<file path="config.mk">
export PLATFORM = sky130hd
export DESIGN_NAME = ir_fetch_decode
export DESIGN_NICKNAME = d
export VERILOG_FILES = /design/src/rtl/ir_fetch_decode.sv
export SDC_FILE = /design/constraint.sdc
export NUM_CORES = 1
export LEC_CHECK = 0
export ABC_AREA = 0
export ABC_CLOCK_PERIOD_IN_PS = 1440
export CAP_MARGIN = 40
export CELL_PAD_IN_SITES_DETAIL_PLACEMENT = 2
export CELL_PAD_IN_SITES_GLOBAL_PLACEMENT = 2
export CORE_MARGIN = 1
export CORE_UTILIZATION = 21
export CTS_BUF_LIST = sky130_fd_sc_hd__clkbuf_8
export CTS_CLUSTER_SIZE = 25
export DETAILED_ROUTE_END_ITERATION = 16
export PLACE_DENSITY = 0.88
export RECOVER_POWER = 100
export SYNTH_ARGS = -nofsm -noshare
export SYNTH_HDL_FRONTEND = slang
export SYNTH_SLANG_ARGS = --single-unit
</file>
<file path="constraint.sdc">
create_clock -name clk -period 1.44 [get_ports clk]
set_input_delay 0.144 -clock clk [delete_from_list [all_inputs] [get_ports clk]]
set_output_delay 0.144 -clock clk [all_outputs]
set_load 0.02 [all_outputs]
</file>
<file path="src/rtl/ir_fetch_decode.sv">
// ----------------------------------------------------------------------------
// ir_fetch_decode
//   Instruction fetch / IR stage of the LC-3 datapath. On a fetch request it
//   issues a memory read at the given PC. It latches the returned word into
//   the instruction register. It then slices the IR into the raw LC-3 fields
//   and holds them stable for the control unit and the downstream
//   sign_extender instances. A watchdog abandons a fetch that memory never
//   acknowledges.
//
// Ports
//   clk, rst_n             clock (rising edge), synchronous active-low reset
//   fetch_start, fetch_pc  one-cycle fetch request and its address (IDLE only)
//   mem_req, mem_addr      memory read request/address, held until mem_ack
//   mem_ack, mem_rdata     memory response and instruction word
//   dec_valid, dec_ready   decoded-field handshake towards the control unit
//   ir                     instruction register
//   opcode .. trapvect8    raw IR bit fields (no extension, no arithmetic)
//   busy                   high whenever the FSM is not in IDLE
//   fetch_err              one-cycle pulse when a fetch aborts on timeout
//   fsm_state              current FSM state (debug visibility)
//
// Handshake: the field outputs carry a transfer on every rising edge that has
// dec_valid=1 and dec_ready=1. Once dec_valid is raised, it stays high until
// that transfer. The fields do not change while dec_valid=1. dec_valid never
// depends on dec_ready in the same cycle.
// ----------------------------------------------------------------------------
module ir_fetch_decode #(
   parameter int ADDR_WIDTH  = 16,
   parameter int DATA_WIDTH  = 16,
   parameter int MEM_TIMEOUT = 15
) (
   input  logic                  clk,
   input  logic                  rst_n,
   input  logic                  fetch_start,
   input  logic [ADDR_WIDTH-1:0] fetch_pc,
   output logic                  mem_req,
   output logic [ADDR_WIDTH-1:0] mem_addr,
   input  logic                  mem_ack,
   input  logic [DATA_WIDTH-1:0] mem_rdata,
   output logic                  dec_valid,
   input  logic                  dec_ready,
   output logic [DATA_WIDTH-1:0] ir,
   output logic [3:0]            opcode,
   output logic [2:0]            dr,
   output logic [2:0]            sr1,
   output logic [2:0]            sr2,
   output logic                  imm_mode,
   output logic [4:0]            imm5,
   output logic [5:0]            offset6,
   output logic [8:0]            pcoffset9,
   output logic [10:0]           pcoffset11,
   output logic [7:0]            trapvect8,
   output logic                  busy,
   output logic                  fetch_err,
   output logic [1:0]            fsm_state
);

   typedef enum logic [1:0] {
      IDLE   = 2'd0,
      FETCH  = 2'd1,
      DECODE = 2'd2,
      HOLD   = 2'd3
   } state_t;

   // The counter value on the last FETCH cycle before the fetch gives up.
   // With the counter starting at 0, the abort happens after MEM_TIMEOUT FETCH
   // cycles.
   localparam logic [7:0] TMO_LAST = 8'(MEM_TIMEOUT - 1);

   state_t     state;
   logic [7:0] tmo_cnt;

   assign busy      = (state != IDLE);
   assign fsm_state = state;

   always_ff @(posedge clk) begin
      if (!rst_n) begin
         state      <= IDLE;
         tmo_cnt    <= 8'd0;
         mem_req    <= 1'b0;
         mem_addr   <= '0;
         ir         <= '0;
         dec_valid  <= 1'b0;
         fetch_err  <= 1'b0;
         opcode     <= 4'd0;
         dr         <= 3'd0;
         sr1        <= 3'd0;
         sr2        <= 3'd0;
         imm_mode   <= 1'b0;
         imm5       <= 5'd0;
         offset6    <= 6'd0;
         pcoffset9  <= 9'd0;
         pcoffset11 <= 11'd0;
         trapvect8  <= 8'd0;
      end else begin
         // fetch_err is a pulse. Only the abort branch below re-asserts it.
         fetch_err <= 1'b0;
         case (state)
            IDLE: begin
               // mem_ack is ignored here. fetch_start is only looked at in IDLE.
               if (fetch_start) begin
                  mem_addr <= fetch_pc;
                  mem_req  <= 1'b1;
                  tmo_cnt  <= 8'd0;
                  state    <= FETCH;
               end
            end
            FETCH: begin
               // An ack on the timeout cycle still wins over the abort.
               if (mem_ack) begin
                  ir      <= mem_rdata;
                  mem_req <= 1'b0;
                  state   <= DECODE;
               end else if (tmo_cnt == TMO_LAST) begin
                  mem_req   <= 1'b0;
                  fetch_err <= 1'b1;
                  state     <= IDLE;
               end else begin
                  tmo_cnt <= tmo_cnt + 8'd1;
               end
            end
            DECODE: begin
               // The fields are plain slices of ir. They are registered here
               // so that they are stable for the whole time dec_valid is high.
               opcode     <= ir[15:12];
               dr         <= ir[11:9];
               sr1        <= ir[8:6];
               sr2        <= ir[2:0];
               imm_mode   <= ir[5];
               imm5       <= ir[4:0];
               offset6    <= ir[5:0];
               pcoffset9  <= ir[8:0];
               pcoffset11 <= ir[10:0];
               trapvect8  <= ir[7:0];
               dec_valid  <= 1'b1;
               state      <= HOLD;
            end
            HOLD: begin
               if (dec_ready) begin
                  dec_valid <= 1'b0;
                  state     <= IDLE;
               end
            end
            default: state <= IDLE;
         endcase
      end
   end

endmodule
</file>
-- Word level (Yosys, flattened, before mapping)
Cells that the tools add are included.
- logic and storage cells: 56
- bits in registers: 98
- input port bits: 37
- output and inout port bits: 91
- $add $sub $neg: 1
- bitwise logic cells: 2
- equality and inequality tests: 9
- reduce and logical (&&, ||, !) cells: 11
- multiplexer cells: 16
- operators with widths (kind ; number):
    2-to-1 mux 8 bit ; 3
    one-hot mux 8 bit (2 select lines) ; 1
    adder 8 x 1 -> 8 bit (second input constant) ; 1
    equality test 8 x 4 -> 1 bit (second input constant) ; 1
    2-to-1 mux 2 bit ; 4
    != test 2 bit (second input constant) ; 4
    one-hot mux 2 bit (4 select lines) ; 1
    AND reduction 2 bit ; 3
    AND reduction 3 bit ; 2
    nonzero test 2 bit ; 3
    2-to-1 mux 1 bit ; 5
    equality test 2 bit (second input constant) ; 2
    one-hot mux 1 bit (2 select lines) ; 2
    AND reduction 4 bit ; 1
    != test 3 bit (second input constant) ; 1
    OR reduction 3 bit ; 1
    equality test 2 x 1 -> 1 bit (second input constant) ; 1
    logical NOT 2 bit ; 1
    inverter 1 bit ; 2

-- Longest topological paths before layout
- word-level depth: 4
- gate-level depth with buffers: 7
- mapped depth without buffers: 6

-- Worst setup path before layout
OpenSTA, ideal clock, no wires.
- path type: reg2reg
- from: register state[0] (netlist: fsm_state[0])
- to: register tmo_cnt[5]
- cell stages (with the launch flop): 5
- buffers on the path: 0
- data arrival time: 1.519 ns
- data required time: 1.370 ns
- clock period less this slack: 1.589 ns
- library setup time: 0.070 ns
- path slack: -0.149 ns
- cell sequence: dfxtp_1 nor3b_4 o21ai_4 or4_1 a21oi_1
- longest elaborated chain between the ends: 3
- elaborated cells on any way between the ends: 8
- those cells by class: eq/ne: 4; mux: 1; reduce/logical: 3
- ends and longest elaborated chain (item ; RTL line ; text):
    start, declared ; 70 ; state_t state;
    start signal, assigned ; 78 ; state <= IDLE;
    start signal, assigned ; 105 ; state <= FETCH;
    start signal, assigned ; 113 ; state <= DECODE;
    equality test 2 x 1 -> 1 bit or logical NOT 2 bit (tied branches) ; 98 ; case (state)
    != test 2 bit (no source line) or nonzero test 2 bit (tied branches) ; -- ;
    AND reduction 4 bit (no source line) ; -- ;
    end signal, assigned ; 119 ; tmo_cnt <= tmo_cnt + 8'd1;
    end, declared ; 71 ; logic [7:0] tmo_cnt;
Several ways; a longest one is shown, not always the timed one.
A chain may end at the register's enable or synchronous reset.

-- Worst setup path in the final report
- from: register tmo_cnt[4]
- to: register tmo_cnt[0]
- longest elaborated chain between the ends: 3
- ends and longest elaborated chain (item ; RTL line ; text):
    equality test 8 x 4 -> 1 bit ; 114 ; end else if (tmo_cnt == TMO_LAST) begin
    != test 2 bit (no source line) ; -- ;
    AND reduction 4 bit (no source line) ; -- ;
Every way passes these cells.

==> results.py <==
metrics = {
    "clocking": {
        "cts.clk_slew.worst_paths_ns": 0.06,
        "cts.path.max_buffers": 2,
        "htree_levels": 3,
        "cts_num_sinks": 61,
        "ctsHoldBuffers": 0,
        "numCtsBuffers": 9,
        "root_buffer": "clkbuf_8",
        "tritoncts": "built",
        "clkLatencyLatePin_ns": 0.33,
    },
    "setup_path": {
        "crit_family": "simple AND/OR/NAND/NOR gates",
        "worstPathRequired_ns": 1.72,
        "cp_slowest_cell": "or4_4",
        "crit_type": "flop to flop",
        "crit_arrival_ns": 1.91,
        "timing.rr.start": "tmo_cnt[4]",
        "crit_path_max_incr_delay_ns": 0.56,
        "cp_cell_sequence": "or4_4 > o21ai_4 > buf_6 > and3_4 > o21a_1",
        "r2r-end": "tmo_cnt[0]",
        "startpoint_type": "flop",
        "worstPathMaxFanout": 6,
        "r2r_slack_ns": -0.19,
        "critPathCaptureType": "flop",
        "cp_num_buf_inv": 1,
        "reg2regPathDepth": 5,
    },
    "power_and_ir_drop": {
        "ir_drop_uv": 269,
        "clkPwrFrac_pct": 34.1,
        "combPwrFrac_pct": 19.3,
        "power_density_nw_per_um2": 881,
        "p_sw_share_pct": 27.5,
        "p_int_uw": 2810,
        "seqPwrFrac_pct": 46.6,
        "p_leak_uw": 0.00198,
        "p_sw_uw": 1070,
    },
    "cells_and_area": {
        "syn2layout_area_growth_pct": 60.9,
        "stdcell_count": 620,
        "layout.nets": 484,
        "drive_gt1_share_pct": 19.6,
        "fin_area_um2": 4400,
        "n_antenna_cell": 0,
    },
    "floorplan": {
        "ios": 128,
        "start_util_pct": 21.6,
        "die_w_um": 116,
        "coreArea_um2": 12700,
        "std_cell_rows": 41,
        "die_area_um2": 13500,
        "die_h_um": 116,
    },
    "sta": {
        "fmax_ghz": 0.612,
        "finClkSkew_ns": 0.00402,
        "relSlewSlack_pct": 81.2,
        "finalHoldViolations": 0,
        "tightest_slew_ns": 0.282,
        "grt_setup_unrepaired": "true",
        "period_share_pct": 114,
        "fin_crit_ns": 1.63,
        "totalNegativeSetupSlack_ns": -1.15,
        "finalMaxSlewViolations": 0,
        "setup_viol": 7,
        "fin_ws_ns": -0.195,
    },
    "synthesis": {
        "ys_ff_latch": 61,
        "syn-cell-area_um2": 2730,
        "synth_nets": 363,
        "yosysSeqAreaShare_pct": 44.7,
        "synth.distinct_cells": 39,
        "syn-instance-count": 324,
        "syn_area_per_cell_um2": 8.43,
        "yosysWarningCount": 0,
    },
    "worst_hold_path": {
        "min_path_cells": 3,
        "holdCritStartpoint": "mem_rdata[7]",
        "hold_path_class": "input port to flop",
        "worstHoldEndpoint": "ir[7]",
    },
    "drt": {
        "drc": 0,
        "routed_wl_um": 9960,
        "ant_nets": 0,
        "first_pass_iters": 4,
        "wl_per_cell_um": 16.1,
        "first_iter_violations": 50,
        "vias_per_cell": 4.33,
        "num_vias": 2683,
    },
    "global_routing": {
        "grt_use_total_pct": 14.3,
        "antenna_found_initial": 0,
        "gr-total-overflow": 0,
        "grt_pass1_wl_um": 14600,
        "grt_max_degree": 29,
        "grt_pass1_vias": 2827,
    },
    "placement": {
        "gp_congestion": 0.757,
        "dpl.hpwl_um": 7120,
        "dpl.cell_count": 596,
        "placement.cell_area_um2": 4120,
        "io_buffers": 127,
    },
    "status": {
        "status": "finished, violations left",
        "violations": "negative setup slack",
    },
    "run": {
        "drv_cap": 0,
    },
}
[registers in the layout (all words and copies together), names as in the netlist, 2 cells and up, named ones only]
register,flops
opcode,4
tmo_cnt,8
ir,16
imm5,2
sr2,2
sr1,2
dr,3
mem_addr,16
[area by class of cell]
class	count	area (um2)
well taps	172	215
multi-input cells	208	1270
clock inverters	3	13.8
clock buffers	11	151
repair buffers	163	1500
fillers	1454	8280
flip-flops and latches	61	1230
inverters	2	7.51
[metrics by stage]
step / hold WS (ns) / setup slack [ns] / util (%) / total power, uW
after floorplan: 0.279 / -0.00153 / - / 2160
after global routing: 0.357 / -0.255 / 34.7 / 4080
after detailed placement: 0.463 / -0.398 / 32.5 / 2560
after global placement: 0.452 / -0.229 / 32.5 / 2530
after CTS: 0.330 / -0.194 / 33.6 / 3880
final: 0.354 / -0.195 / 34.7 / 3870
[cell usage in the layout (no fill, tap or decap), types with 3 or more instances in the layout]
cell type	Yosys	layout
or2_4	0	3
dfxtp_1	61	55
clkbuf_1	10	4
clkbuf_8	1	11
clkdlybuf4s50_1	0	36
buf_6	1	11
a21boi_2	0	3
buf_12	0	3
a21boi_1	4	19
buf_4	37	20
a21boi_0	46	28
dfxtp_2	0	4
a21oi_1	5	4
nand3_2	0	3
nand2_1	102	100
dlygate4sd2_1	0	85
[tightest hold or removal path: stages]
cell and delay (ns):
clkdlybuf4s50_1 0.40, nand2_1 0.05, a21boi_1 0.05
[routing by layer]
layer / up-vias / global-route usage, % / share of wire (%)
met4: 0 / 5.04 / 1.6
met2: 82 / 27.3 / 53
li1: 1262 / - / -
met5: - / 0 / 0
met3: 14 / 3.82 / 5.0
met1: 1325 / 15.1 / 40
[cell families after synthesis]
family,synth area share (%)
buf+inv,13.8
fa+ha+maj,0.916
flops,44.7
compound gates,17.5
simple gates,22.4
xor+xnor,0.641
[worst max path at each step]
| stage | from | cells past startpoint | end |
|---|---|---|---|
| 2_1_floorplan | tmo_cnt[0] | 6 | tmo_cnt[5] |
| 3_3_place_gp | mem_ack | 5 | tmo_cnt[5] |
| 3_5_place_dp | mem_ack | 5 | tmo_cnt[1] |
| 4_1_cts | tmo_cnt[5] | 6 | tmo_cnt[4] |
| 5_1_grt | tmo_cnt[4] | 6 | tmo_cnt[4] |
| 6_report | tmo_cnt[4] | 5 | tmo_cnt[0] |
[timing repair]
action	in CTS	in global routing
setup buffers	4	3
resized for setup	106	58
cloned	0	4
endpoints found under the setup margin	97	31
pin swaps	15	16
[Yosys cell counts, drive strengths merged]
cell / instances / area share (%)
a21boi: 50 / 14
a21oi: 5 / 0.92
a31oi: 1 / 0.23
and2: 3 / 0.73
and2b: 2 / 0.55
and3: 2 / 0.46
buf: 44 / 12
clkbuf: 11 / 1.9
dfxtp: 61 / 45
ha: 2 / 0.92
inv: 2 / 0.27
nand2: 102 / 14
nand2b: 3 / 0.69
nand3: 5 / 0.92
nand4: 1 / 0.23
nand4b: 1 / 0.32
nor2: 3 / 0.41
nor2b: 3 / 0.69
nor3b: 1 / 0.69
nor4: 1 / 0.23
o211ai: 1 / 0.27
o21a: 1 / 0.27
o21ai: 6 / 1.5
o31ai: 2 / 0.55
or2: 2 / 0.46
or2b: 1 / 0.32
or3: 3 / 0.73
or4: 3 / 0.96
xnor2: 1 / 0.32
xor2: 1 / 0.32
[power by group through the flow]
stage / clock network (uW) / registers (uW) / logic, uW
floorplan: 0 / 1920 / 233
global placement: 0 / 1840 / 687
detailed placement: 0 / 1850 / 715
CTS: 1390 / 1810 / 685
global route: 1460 / 1810 / 811
finish: 1320 / 1800 / 750
Power figures use the tool's default switching activity.
